### src/rtl/mux_skid_stage.sv
// Registered N-to-1 mux stage with enable gating and a valid/ready skid buffer.
// Ports: clk, reset (sync, active-high), in_data/sel/en/in_valid/in_ready in, flush, out_data/out_err/out_valid/out_ready out.
module mux_skid_stage #(
    parameter int WIDTH  = 16,
    parameter int NUM_IN = 4,
    parameter int SEL_W  = 2
) (
    input  logic                    clk,
    input  logic                    reset,
    input  logic [NUM_IN*WIDTH-1:0] in_data,
    input  logic [SEL_W-1:0]        sel,
    input  logic                    en,
    input  logic                    in_valid,
    output logic                    in_ready,
    input  logic                    flush,
    output logic [WIDTH-1:0]        out_data,
    output logic                    out_err,
    output logic                    out_valid,
    input  logic                    out_ready
);

    logic [WIDTH-1:0] lane_data;
    logic [WIDTH-1:0] beat_data;
    logic             beat_err;
    logic [WIDTH-1:0] skid_data;
    logic             skid_err;
    logic             skid_valid;
    logic             advance;
    logic             accept;

    always_comb begin
        lane_data = '0;
        for (int i = 0; i < NUM_IN; i++) begin
            if (sel == SEL_W'(i)) begin
                lane_data = in_data[i*WIDTH +: WIDTH];
            end
        end
    end

    // Compare at 32 bits so NUM_IN == 2**SEL_W never wraps.
    assign beat_err  = 32'(sel) >= 32'(NUM_IN);
    assign beat_data = (en && !beat_err) ? lane_data : '0;

    // Ready depends only on held state, never on out_ready.
    assign in_ready = !skid_valid;
    assign accept   = in_valid && in_ready;
    assign advance  = !out_valid || out_ready;

    always_ff @(posedge clk) begin
        if (reset || flush) begin
            out_data   <= '0;
            out_err    <= 1'b0;
            out_valid  <= 1'b0;
            skid_data  <= '0;
            skid_err   <= 1'b0;
            skid_valid <= 1'b0;
        end else if (advance) begin
            if (skid_valid) begin
                out_data   <= skid_data;
                out_err    <= skid_err;
                out_valid  <= 1'b1;
                skid_valid <= 1'b0;
            end else if (accept) begin
                out_data  <= beat_data;
                out_err   <= beat_err;
                out_valid <= 1'b1;
            end else begin
                out_valid <= 1'b0;
            end
        end else if (accept) begin
            // Main is stalled: park the new beat behind it.
            skid_data  <= beat_data;
            skid_err   <= beat_err;
            skid_valid <= 1'b1;
        end
    end

endmodule
### config.mk
export PLATFORM = sky130hd
export DESIGN_NAME = mux_skid_stage
export DESIGN_NICKNAME = d
export VERILOG_FILES = /design/src/rtl/mux_skid_stage.sv
export SDC_FILE = /design/constraint.sdc
export NUM_CORES = 1
export LEC_CHECK = 0
export ABC_AREA = 1
export BUFFER_PORTS_ARGS = -buffer_cell sky130_fd_sc_hd__buf_4
export CAP_MARGIN = 25
export CORE_ASPECT_RATIO = 0.8
export CORE_MARGIN = 5
export CORE_UTILIZATION = 45
export CTS_CLUSTER_SIZE = 28
export DETAILED_ROUTE_END_ITERATION = 8
export HOLD_SLACK_MARGIN = 0.12
export PLACE_DENSITY = 0.77
export SYNTH_ARGS = -nofsm -noshare
export SYNTH_HDL_FRONTEND = slang
export SYNTH_SLANG_ARGS = --single-unit
### constraint.sdc
create_clock -name clk -period 1.49 [get_ports clk]
set_input_delay 0.149 -clock clk [delete_from_list [all_inputs] [get_ports clk]]
set_output_delay 0.149 -clock clk [all_outputs]
set_load 0.03 [all_outputs]
==> Word-level counts from Yosys, hierarchy flattened <==
Index checks and enable logic that the tools add are counted.
{ "word_totals": {"reg_bits": 35, "latch_bits": 0, "ram_bits": 0, "romBits": 0, "input_bits": 72, "word_cells": 30, "n_memories": 0} }
{ "op_classes": {"add_sub_neg": 0, "multipliers": 0, "div": 0, "n_lt_le_gt_ge": 0, "eq_ne": 3, "shift": 0, "n_mux": 11, "n_bitwise": 1, "reduce_logical": 10} }
{ "op_table": {"columns": ["op", "count"], "rows": [
  ["$mux 16", 7],
  ["$eq 2x2->1 const B", 2],
  ["$mux 1", 4],
  ["$reduce_and 2->1", 2],
  ["$eq 2x1->1 const B", 1],
  ["$logic_not 1->1", 2],
  ["$logic_not 2->1", 1],
  ["$logic_or 1x1->1", 2],
  ["$reduce_bool 2->1", 1],
  ["$reduce_or 2->1", 1],
  ["$logic_and 1x1->1", 1],
  ["$not 1->1", 1]
]} }

==> Depth between registers and ports, before layout <==
Gate-level depths: netlist of the first run.
{ "depth": {"ltp_word": 8, "depth_mapped": 8} }

==> Worst setup path before layout of the first run <==
No wires, ideal clock.
{ "synth_path": {"path_type": "flip-flop to flip-flop", "start": "register out_valid", "end": "register skid_data[0]", "setup_ps": 70, "arrival_time_ps": 1226, "t_required_ps": 1420, "setup_slack_ps": 194, "path_stages_with_launch": 6, "path_buffers": 1, "period_less_slack_ps": 1296, "path_cell_list": "dfxtp_1 -> nand2_1 -> nor3_4 -> buf_4 -> o21ai_1 -> a21oi_1"} }
{ "synth_between": {"elab_chain_cells": 4} }
{ "synth_rtl": {"columns": ["element", "line", "text"], "rows": [
  ["start, declared", "18", "output logic out_valid,"],
  ["start signal, assigned", "53", "out_valid <= 1'b0;"],
  ["start signal, assigned", "61", "out_valid <= 1'b1;"],
  ["start signal, assigned", "66", "out_valid <= 1'b1;"],
  ["$logic_not 1->1", "47", "assign advance = !out_valid || out_ready;"],
  ["$logic_or 1x1->1", "47", null],
  ["$not 1->1 (no source line)", null, null],
  ["$reduce_and 2->1 (no source line)", null, null],
  ["end signal, assigned", "72", "skid_data <= beat_data;"],
  ["end, declared", "25", "logic [WIDTH-1:0] skid_data;"]
]} }
No other way between the ends.
A chain may end at the register's enable or synchronous reset.

==> Worst setup path in the final report of the first run <==
{ "layout_path": {"start": "register skid_valid", "end": "output port in_ready"} }
{ "layout_between": {"elab_chain_cells": 1} }
{ "layout_rtl": {"columns": ["element", "line", "text"], "rows": [
  ["start, declared", "27", "logic skid_valid;"],
  ["start signal, assigned", "56", "skid_valid <= 1'b0;"],
  ["start signal, assigned", "62", "skid_valid <= 1'b0;"],
  ["start signal, assigned", "74", "skid_valid <= 1'b1;"],
  ["$logic_not 1->1", "45", "assign in_ready = !skid_valid;"],
  ["end, declared", "14", "output logic in_ready,"]
]} }
No other way between the ends.

==> qor.yml, run 1 <==
status: "finished, final reports clean"
yosysWarnings: 0
die-area_mm2: 0.00605
path_max_fanout: 17
pin_count: 91
grt_pass1_vias: 2151
post_cts_buffers: 0
cp.arrival_ns: 1.18
cts_buffer_depth: 2
cap_violations: 0
grt_setup_unrepaired: "false"
synth_xor_area_share_pct: 0
grt_max_degree: 35
setup_viol: 0
ir_drop_mv: 0.532
floorplan.rows: 22
cts_root_buf: "clkbuf_8"
drc_errors: 0
dp.final_hpwl_um: 4230
final_cell_area_mm2: 0.00282
synth_compound_area_share_pct: 22.2
synth_ff_type: "dfxtp_1"
clkLatencyLatePin_ns: 0.29
layout.cells.non_filler: 441
clk_pin_slew_ns: 0.07
grt_overflow_total: 0
synth.most_common_cell: "a21oi_1"
synthSimpleGateAreaFrac_pct: 33.8
fill_cells: 436
postLayoutCoreUtil_pct: 62.6
required_ns: 1.34
drtIter0Drc: 134
avgViaCountPerCell: 4.98
wl_um: 5800
synthCells: 299
leakage_uw: 0.00136
muxShareOfSynthArea_pct: 0
yosysSeqAreaShare_pct: 33.0
syn_area_mm2: 0.00206
die_y_um: 70.6
synthesis.nets: 371
clock_skew_ns: 0.00306
final_max_slew_viol_count: 0
setup_tns_ns: 0
synth_top_family_by_area: "simple AND/OR/NAND/NOR gates"
synth_cell_types: 25
diodes: 0
critPathCaptureType: "output pin"
synth_fa_ha_area_share_pct: 0
avgSynthCellArea_um2: 6.90
synth-edff-count: 0
wire_per_inst_um: 13.1
grt_usage_pct: 19.6
cts_tree: "built"
gp_congestion: 0.826
ys_ff_latch: 34
final.min_clock_period_ns: 1.32
placed_cell_area_mm2: 0.00271
hold_ws_ns: 0.240
synthArstFlopShare_pct: 0
cts.sinks: 34
yosysTopAreaCell: "dfxtp_1"
drive_gt1_share_pct: 34.9
nets: 452
initial_core_util_pct: 45.7
cts_max_level: 2
critical_path_class: "flip-flop to output pin"
core_area_mm2: 0.00451
power.density_mw_per_mm2: 801
cp-start-kind: "flip-flop"
ys_top_cells_by_count: "a21oi_1 (48), nand2_1 (47), dfxtp_1 (34)"
grt_pass1_wl_um: 9600
hold_viol: 0
worstHoldPathType: "input pin to flip-flop"
synth.area.top_cells: "dfxtp_1 (33%), a21oi_1 (12%), nand2_1 (8.6%)"
area_delta_synth_final_pct: 36.9
antenna_found_initial: 0
vias: 2195
max_clock_freq_mhz: 755
post-route-period-util_pct: 88.9
dieWidth_um: 85.7
drtPass1Iterations: 4
cts_buffers: 5
dp.cells: 433
portBuffers: 89
synth_top_area_share_pct: 33.0
ant_nets: 0
==> routing by layer <==
layer | global-route usage, % | vias to the layer above | part of all wire [%]
li1 | - | 1155 | -
met1 | 24.1 | 965 | 44
met2 | 33.0 | 71 | 48
met3 | 7.33 | 4 | 7.9
met4 | 3.87 | 0 | 0.53
met5 | 0 | - | 0
==> logic make-up (layout without fill, tap and decap cells) <==
kind of cell / Yosys count / count (layout)
compound gates: 91 / 91
buf+inv: 39 / 121
flops: 34 / 34
other cells: 1 / 1
simple gates: 134 / 134
==> worst paths after layout <==
kind / endpoint / slack (ns) / depth (start not counted) / start
setup / recovery: in_ready / 0.17 / 3 / skid_valid
hold / removal: skid_data[15] / 0.24 / 5 / in_data[31]
setup reg to reg: out_data[3] / 0.27 / 5 / out_valid
hold reg to reg: out_data[6] / 0.52 / 2 / out_data[6]
==> cell usage in the layout, fill, tap and decap left out <==
| master | Yosys | final |
|---|---|---|
| nand3_1 | 22 | 22 |
| inv_1 | 16 | 16 |
| nand2_1 | 47 | 47 |
| nor2_4 | 1 | 1 |
| nor2_8 | 1 | 1 |
| o21ai_0 | 14 | 14 |
| a21oi_1 | 48 | 48 |
| buf_4 | 6 | 93 |
| dfxtp_1 | 34 | 33 |
| nor2_1 | 33 | 33 |
| inv_4 | 3 | 3 |
| nand3b_1 | 5 | 5 |
| nor3_4 | 1 | 1 |
| clkbuf_8 | 0 | 8 |
| dfxtp_2 | 0 | 1 |
| o21ai_1 | 28 | 28 |
| nand2_2 | 10 | 10 |
| a21boi_0 | 1 | 1 |
| nor2_2 | 1 | 1 |
| conb_1 | 1 | 1 |
| nand2_4 | 3 | 3 |
| buf_12 | 0 | 1 |
| nand3_2 | 10 | 10 |
==> sequential cells by signal (all words and copies together), names as in the netlist <==
signal,count
out_valid,1
out_data,16
skid_data,16
skid_valid,1
==> report_power, final <==
| group | leakage (uW) | total, uW | switching, uW | internal, uW |
|---|---|---|---|---|
| Combinational | 0.00102 | 521 | 279 | 242 |
| Sequential | 0.000276 | 947 | 14.5 | 933 |
| Clock | 0.0000575 | 794 | 328 | 466 |
==> metrics by stage <==
step | power (uW) | worst slack (ns)
final | 2260 | 0.166
after global routing | 2370 | 0.104
after global placement | 1480 | 0.281
after detailed placement | 1490 | 0.178
after CTS | 2280 | 0.0479
after floorplan | 1280 | 0.194
==> final cells by class <==
cell class                 instances  area [um^2]  area share (%)
inverter                          19         78.8            2.79
sequential                        34          682            24.1
timing repair buffer              94          718            25.4
clock buffer                       8          110            3.90
tap                               60         75.1            2.66
multi-input combinational        226         1160            41.1
==> critical path: stages (launching register included) <==
cell     delay [ns]
dfxtp_2        0.38
inv_4          0.08
buf_4          0.23
buf_4          0.20
==> timing repair <==
item                       in CTS  in global routing
hold buffers                    0                  0
setup endpoints to repair       0                  1
resized for setup               0                  1
(Power assumes the default switching activity.)
==> inputs of run 2 (changes only) <==
--- a/config.mk
+++ b/config.mk
@@ -13,8 +13,10 @@
 export CORE_UTILIZATION = 45
 export CTS_CLUSTER_SIZE = 28
 export DETAILED_ROUTE_END_ITERATION = 8
+export GPL_TIMING_DRIVEN = 0
 export HOLD_SLACK_MARGIN = 0.12
 export PLACE_DENSITY = 0.77
+export SKIP_CTS_REPAIR_TIMING = 1
 export SYNTH_ARGS = -nofsm -noshare
 export SYNTH_HDL_FRONTEND = slang
 export SYNTH_SLANG_ARGS = --single-unit
==> run 2 against run 1 <==
Effect of this change:
- clock skew rose by 0.0017 ns
- first-iteration DRC count fell by 6.7%
- sequential share of layout area fell by 0.71 points
- non-clock buffer count rose by 13
- wire length rose by 7.3%
- via count rose by 4.8%
- clock power rose by 2%
- cell area rose by 2.8%
- fmax fell by 7.2%
- largest cell class unchanged
- largest power group unchanged
==> qor.yml, run 2 (synthesis results as in run 1) <==
grt_overflow_total: 0
cp.depth: 4
grt_pass1_wl_um: 9980
use_met1_pct: 26.8
clk_pin_slew_ns: 0.07
p_sw_uw: 646
reg_top3: "out_data (16), skid_data (16)"
pin_count: 91
path_cells: "buf_6 -> inv_4 -> clkbuf_4 -> buf_4"
p_sw_share_pct: 28.0
max_clock_freq_mhz: 701
worst_pin_slew_ns: 0.503
reg2reg_from: "skid_valid"
floorplan.rows: 22
grt_usage_pct: 20.4
setup_viol: 0
portBuffers: 87
maxSlewHeadroom_pct: 66.5
cp-start-kind: "flip-flop"
cts_buffers: 5
setup_tns_ns: 0
drtPass1Iterations: 5
cp-startpoint: "skid_valid"
leakage_uw: 0.00141
r2r_end: "out_data[1]"
drtIter0Drc: 125
grt_setup_unrepaired: "false"
regArea_um2: 681
ir_drop_mv: 0.597
final.min_clock_period_ns: 1.43
path_max_fanout: 10
hold_viol: 0
final_common_cell: "buf_4"
use_met3_pct: 5.47
initial_core_util_pct: 45.7
core_area_mm2: 0.00451
drc_errors: 0
die-area_mm2: 0.00605
cts_root_buf: "clkbuf_8"
mostFrequentLayoutCells: "buf_4 (93), a21oi_1 (48), nand2_1 (47)"
dp.final_hpwl_um: 4690
nets: 465
ant_nets: 0
grt_pass1_vias: 2205
required_ns: 1.34
diodes: 0
wire_per_inst_um: 13.7
power_frac_comb_pct: 23.9
grt_max_degree: 11
p_seq_share_pct: 41.0
die_y_um: 70.6
critical_path_class: "flip-flop to output pin"
slowest_delay_ns: 0.31
cp-endpoint: "in_ready"
cpMaxStageDelayCell: "dfxtp_1"
cts_tree: "built"
vias: 2301
clock_skew_ns: 0.00473
worstHoldPathType: "input pin to flip-flop"
cts_max_level: 2
critPathCaptureType: "output pin"
reg2reg_depth: 4
worst-r2r-setup-slack_ns: 0.19
wl_um: 6220
gp_congestion: 0.831
final_max_slew_viol_count: 0
area_delta_synth_final_pct: 40.8
cts_buffer_depth: 2
dieWidth_um: 85.7
cap_violations: 0
multi_input_area_mm2: 0.00116
path_buf_inv: 4
fill_cells: 434
status: "finished, final reports clean"
cts.sinks: 34
clkLatencyLatePin_ns: 0.29
post-route-period-util_pct: 95.7
antenna_found_initial: 0
crit_family: "buffers and inverters"
hold_depth: 4
globalRouteMet2Util_pct: 33.5
avgViaCountPerCell: 5.07
internal-power_uw: 1660
cp.arrival_ns: 1.28
grt_most_used_layer: "met2"
placed_cell_area_mm2: 0.00279
power.density_mw_per_mm2: 793
final_cell_area_mm2: 0.00290
drive_gt1_share_pct: 35.5
pwr-share-clk_pct: 35.1
-- run 2: how the worst min path moves through the flow --
stage | start | end
floorplan | reset | skid_data[10]
detailed placement | reset | skid_data[10]
finish | reset | skid_data[10]
global route | reset | out_valid
CTS | reset | skid_data[10]
global placement | reset | skid_data[10]
-- run 2: per-stage QoR --
step           total power (uW)  cells  util, %  hold slack (ns)  setup slack, ns
4_1_cts                    2310    454     64.3            0.148           0.0324
3_5_place_dp               1520    446     61.8            0.454            0.204
2_1_floorplan              1280    299        -            0.333            0.194
6_report                   2300    454     64.3            0.145           0.0634
3_3_place_gp               1510    446     61.8            0.447            0.209
5_1_grt                    2410    454     64.3            0.166           0.0323
-- run 2: power groups by stage --
stage	clock [uW]	combinational [uW]	sequential [uW]
floorplan	0	275	1000
global placement	0	542	965
detailed placement	0	551	965
CTS	811	553	945
global route	855	608	946
finish	808	551	945
-- run 2: worst reg2reg max path, cell delays in order (launching register included) --
cell and delay [ns]:
dfxtp_1 0.33, buf_6 0.15, clkbuf_1 0.42, a21oi_1 0.14
a21oi_1 0.19
-- run 2: area by class of cell --
class	count	area share, %
Buffer	20	5.04
Inverter	19	2.71
Clock buffer	8	3.79
Tap cell	60	2.59
Multi-Input combinational cell	226	39.9
Timing Repair Buffer	87	22.5
Sequential cell	34	23.4
-- run 2: metal layers --
metal  vias up  part of all wire [%]
met2        71                    47
met4         0                   1.3
li1       1178                     -
met3        10                   6.9
met1      1042                    45
met5         -                     0
==> inputs of run 3 (changes only) <==
--- a/config.mk
+++ b/config.mk
@@ -16,6 +16,7 @@
 export GPL_TIMING_DRIVEN = 0
 export HOLD_SLACK_MARGIN = 0.12
 export PLACE_DENSITY = 0.77
+export RECOVER_POWER = 50
 export SKIP_CTS_REPAIR_TIMING = 1
 export SYNTH_ARGS = -nofsm -noshare
 export SYNTH_HDL_FRONTEND = slang
==> run 3 against run 2 <==
Effect of this change:
- total power fell by 0.95%
- first-iteration DRC count is 12% higher
- cell count stayed put
- critical path depth stayed put
==> qor.yml, run 3 (synthesis results as in run 1) <==
avgViaCountPerCell: 5.08
status: "finished, final reports clean"
worst_pin_slew_ns: 0.522
initial_core_util_pct: 45.7
cts_tree: "built"
power.density_mw_per_mm2: 806
wire_per_inst_um: 13.6
clk_pin_slew_ns: 0.07
grt_overflow_total: 0
setup_tns_ns: 0
worstHoldPathType: "input pin to flip-flop"
grt_max_degree: 11
drive_gt1_share_pct: 31.2
pin_count: 91
area_delta_synth_final_pct: 37.3
gp_congestion: 0.831
clock_skew_ns: 0.00448
reg2reg_from: "out_valid"
p_sw_uw: 642
dieWidth_um: 85.7
mostFrequentLayoutCells: "buf_4 (73), a21oi_1 (48), nand2_1 (47)"
setup_viol: 0
portBuffers: 87
max_clock_freq_mhz: 704
core_area_mm2: 0.00451
required_ns: 1.34
path_max_fanout: 10
drtIter0Drc: 140
clkLatencyLatePin_ns: 0.29
critPathCaptureType: "output pin"
hold_path_startpoint: "reset"
grt_setup_unrepaired: "false"
path_cells: "buf_6 -> inv_4 -> clkbuf_4 -> buf_4"
cpMaxStageDelayCell: "dfxtp_1"
power_frac_comb_pct: 23.3
drc_errors: 0
post-route-period-util_pct: 95.4
holdPathEnd: "skid_data[10]"
internal-power_uw: 1640
cts_max_level: 2
cts_buffer_depth: 2
reg_top3: "out_data (16), skid_data (16)"
cts_buffers: 5
ant_nets: 0
hold_depth: 4
final_common_cell: "buf_4"
hold_ws_ns: 0.145
die-area_mm2: 0.00605
hold_viol: 0
floorplan.rows: 22
grt_pass1_vias: 2205
die_y_um: 70.6
drtPass1Iterations: 4
critical_path_class: "flip-flop to output pin"
cp.arrival_ns: 1.27
vias: 2307
antenna_found_initial: 0
cap_violations: 0
r2r_end: "skid_data[13]"
p_sw_share_pct: 28.1
wl_um: 6190
pwr-share-clk_pct: 35.3
ir_drop_mv: 0.595
diodes: 0
cts_root_buf: "clkbuf_8"
nets: 465
slowest_delay_ns: 0.31
maxSlewHeadroom_pct: 65.2
cp-start-kind: "flip-flop"
grt_pass1_wl_um: 9980
dp.final_hpwl_um: 4690
worst-r2r-setup-slack_ns: 0.16
grt_usage_pct: 20.4
reg2reg_depth: 5
cts.sinks: 34
final.min_clock_period_ns: 1.42
leakage_uw: 0.00133
final_max_slew_viol_count: 0
p_seq_share_pct: 41.4
run 3: final cells by class:
type / instances / area (um^2)
fill: 441 / 1680
multi-input combinational: 226 / 1160
sequential: 34 / 681
timing repair buffer: 87 / 589
buffer: 20 / 139
clock buffer: 8 / 110
inverter: 19 / 78.8
tap: 60 / 75.1
run 3: through the flow:
stage / setup WS, ns / util, % / instances / cell area, um^2 / total power [uW]
floorplan: 0.194 / - / 299 / 2060 / 1280
global placement: 0.209 / 61.8 / 446 / 2790 / 1510
detailed placement: 0.204 / 61.8 / 446 / 2790 / 1520
CTS: 0.0324 / 64.3 / 454 / 2900 / 2310
global route: 0.0323 / 62.7 / 454 / 2830 / 2390
finish: 0.0692 / 62.7 / 454 / 2830 / 2280
run 3: worst max-delay path by stage:
stage,startpoint,end,cells after the start
final,skid_valid,in_ready,4
after global routing,skid_valid,in_ready,4
after CTS,skid_valid,in_ready,4
after detailed placement,flush,out_data[2],5
after global placement,en,out_data[1],6
after floorplan,out_valid,skid_data[0],5
run 3: layer usage:
layer	share of wire, %	GRT usage (%)
met4	1.2	4.57
met5	0	0
met3	7.3	5.47
met2	47	33.5
met1	44	26.8
run 3: critical path, delay by kind of cell, from the launching register on:
family / cells / cell delay (ns)
buffers and inverters: 4 / 0.67
flip-flops: 1 / 0.31
run 3: power by group through the flow:
stage | Clock [uW] | Sequential [uW] | Combinational, uW
floorplan | 0 | 1000 | 275
global placement | 0 | 965 | 542
detailed placement | 0 | 965 | 551
CTS | 811 | 945 | 553
global route | 855 | 946 | 591
finish | 805 | 945 | 532
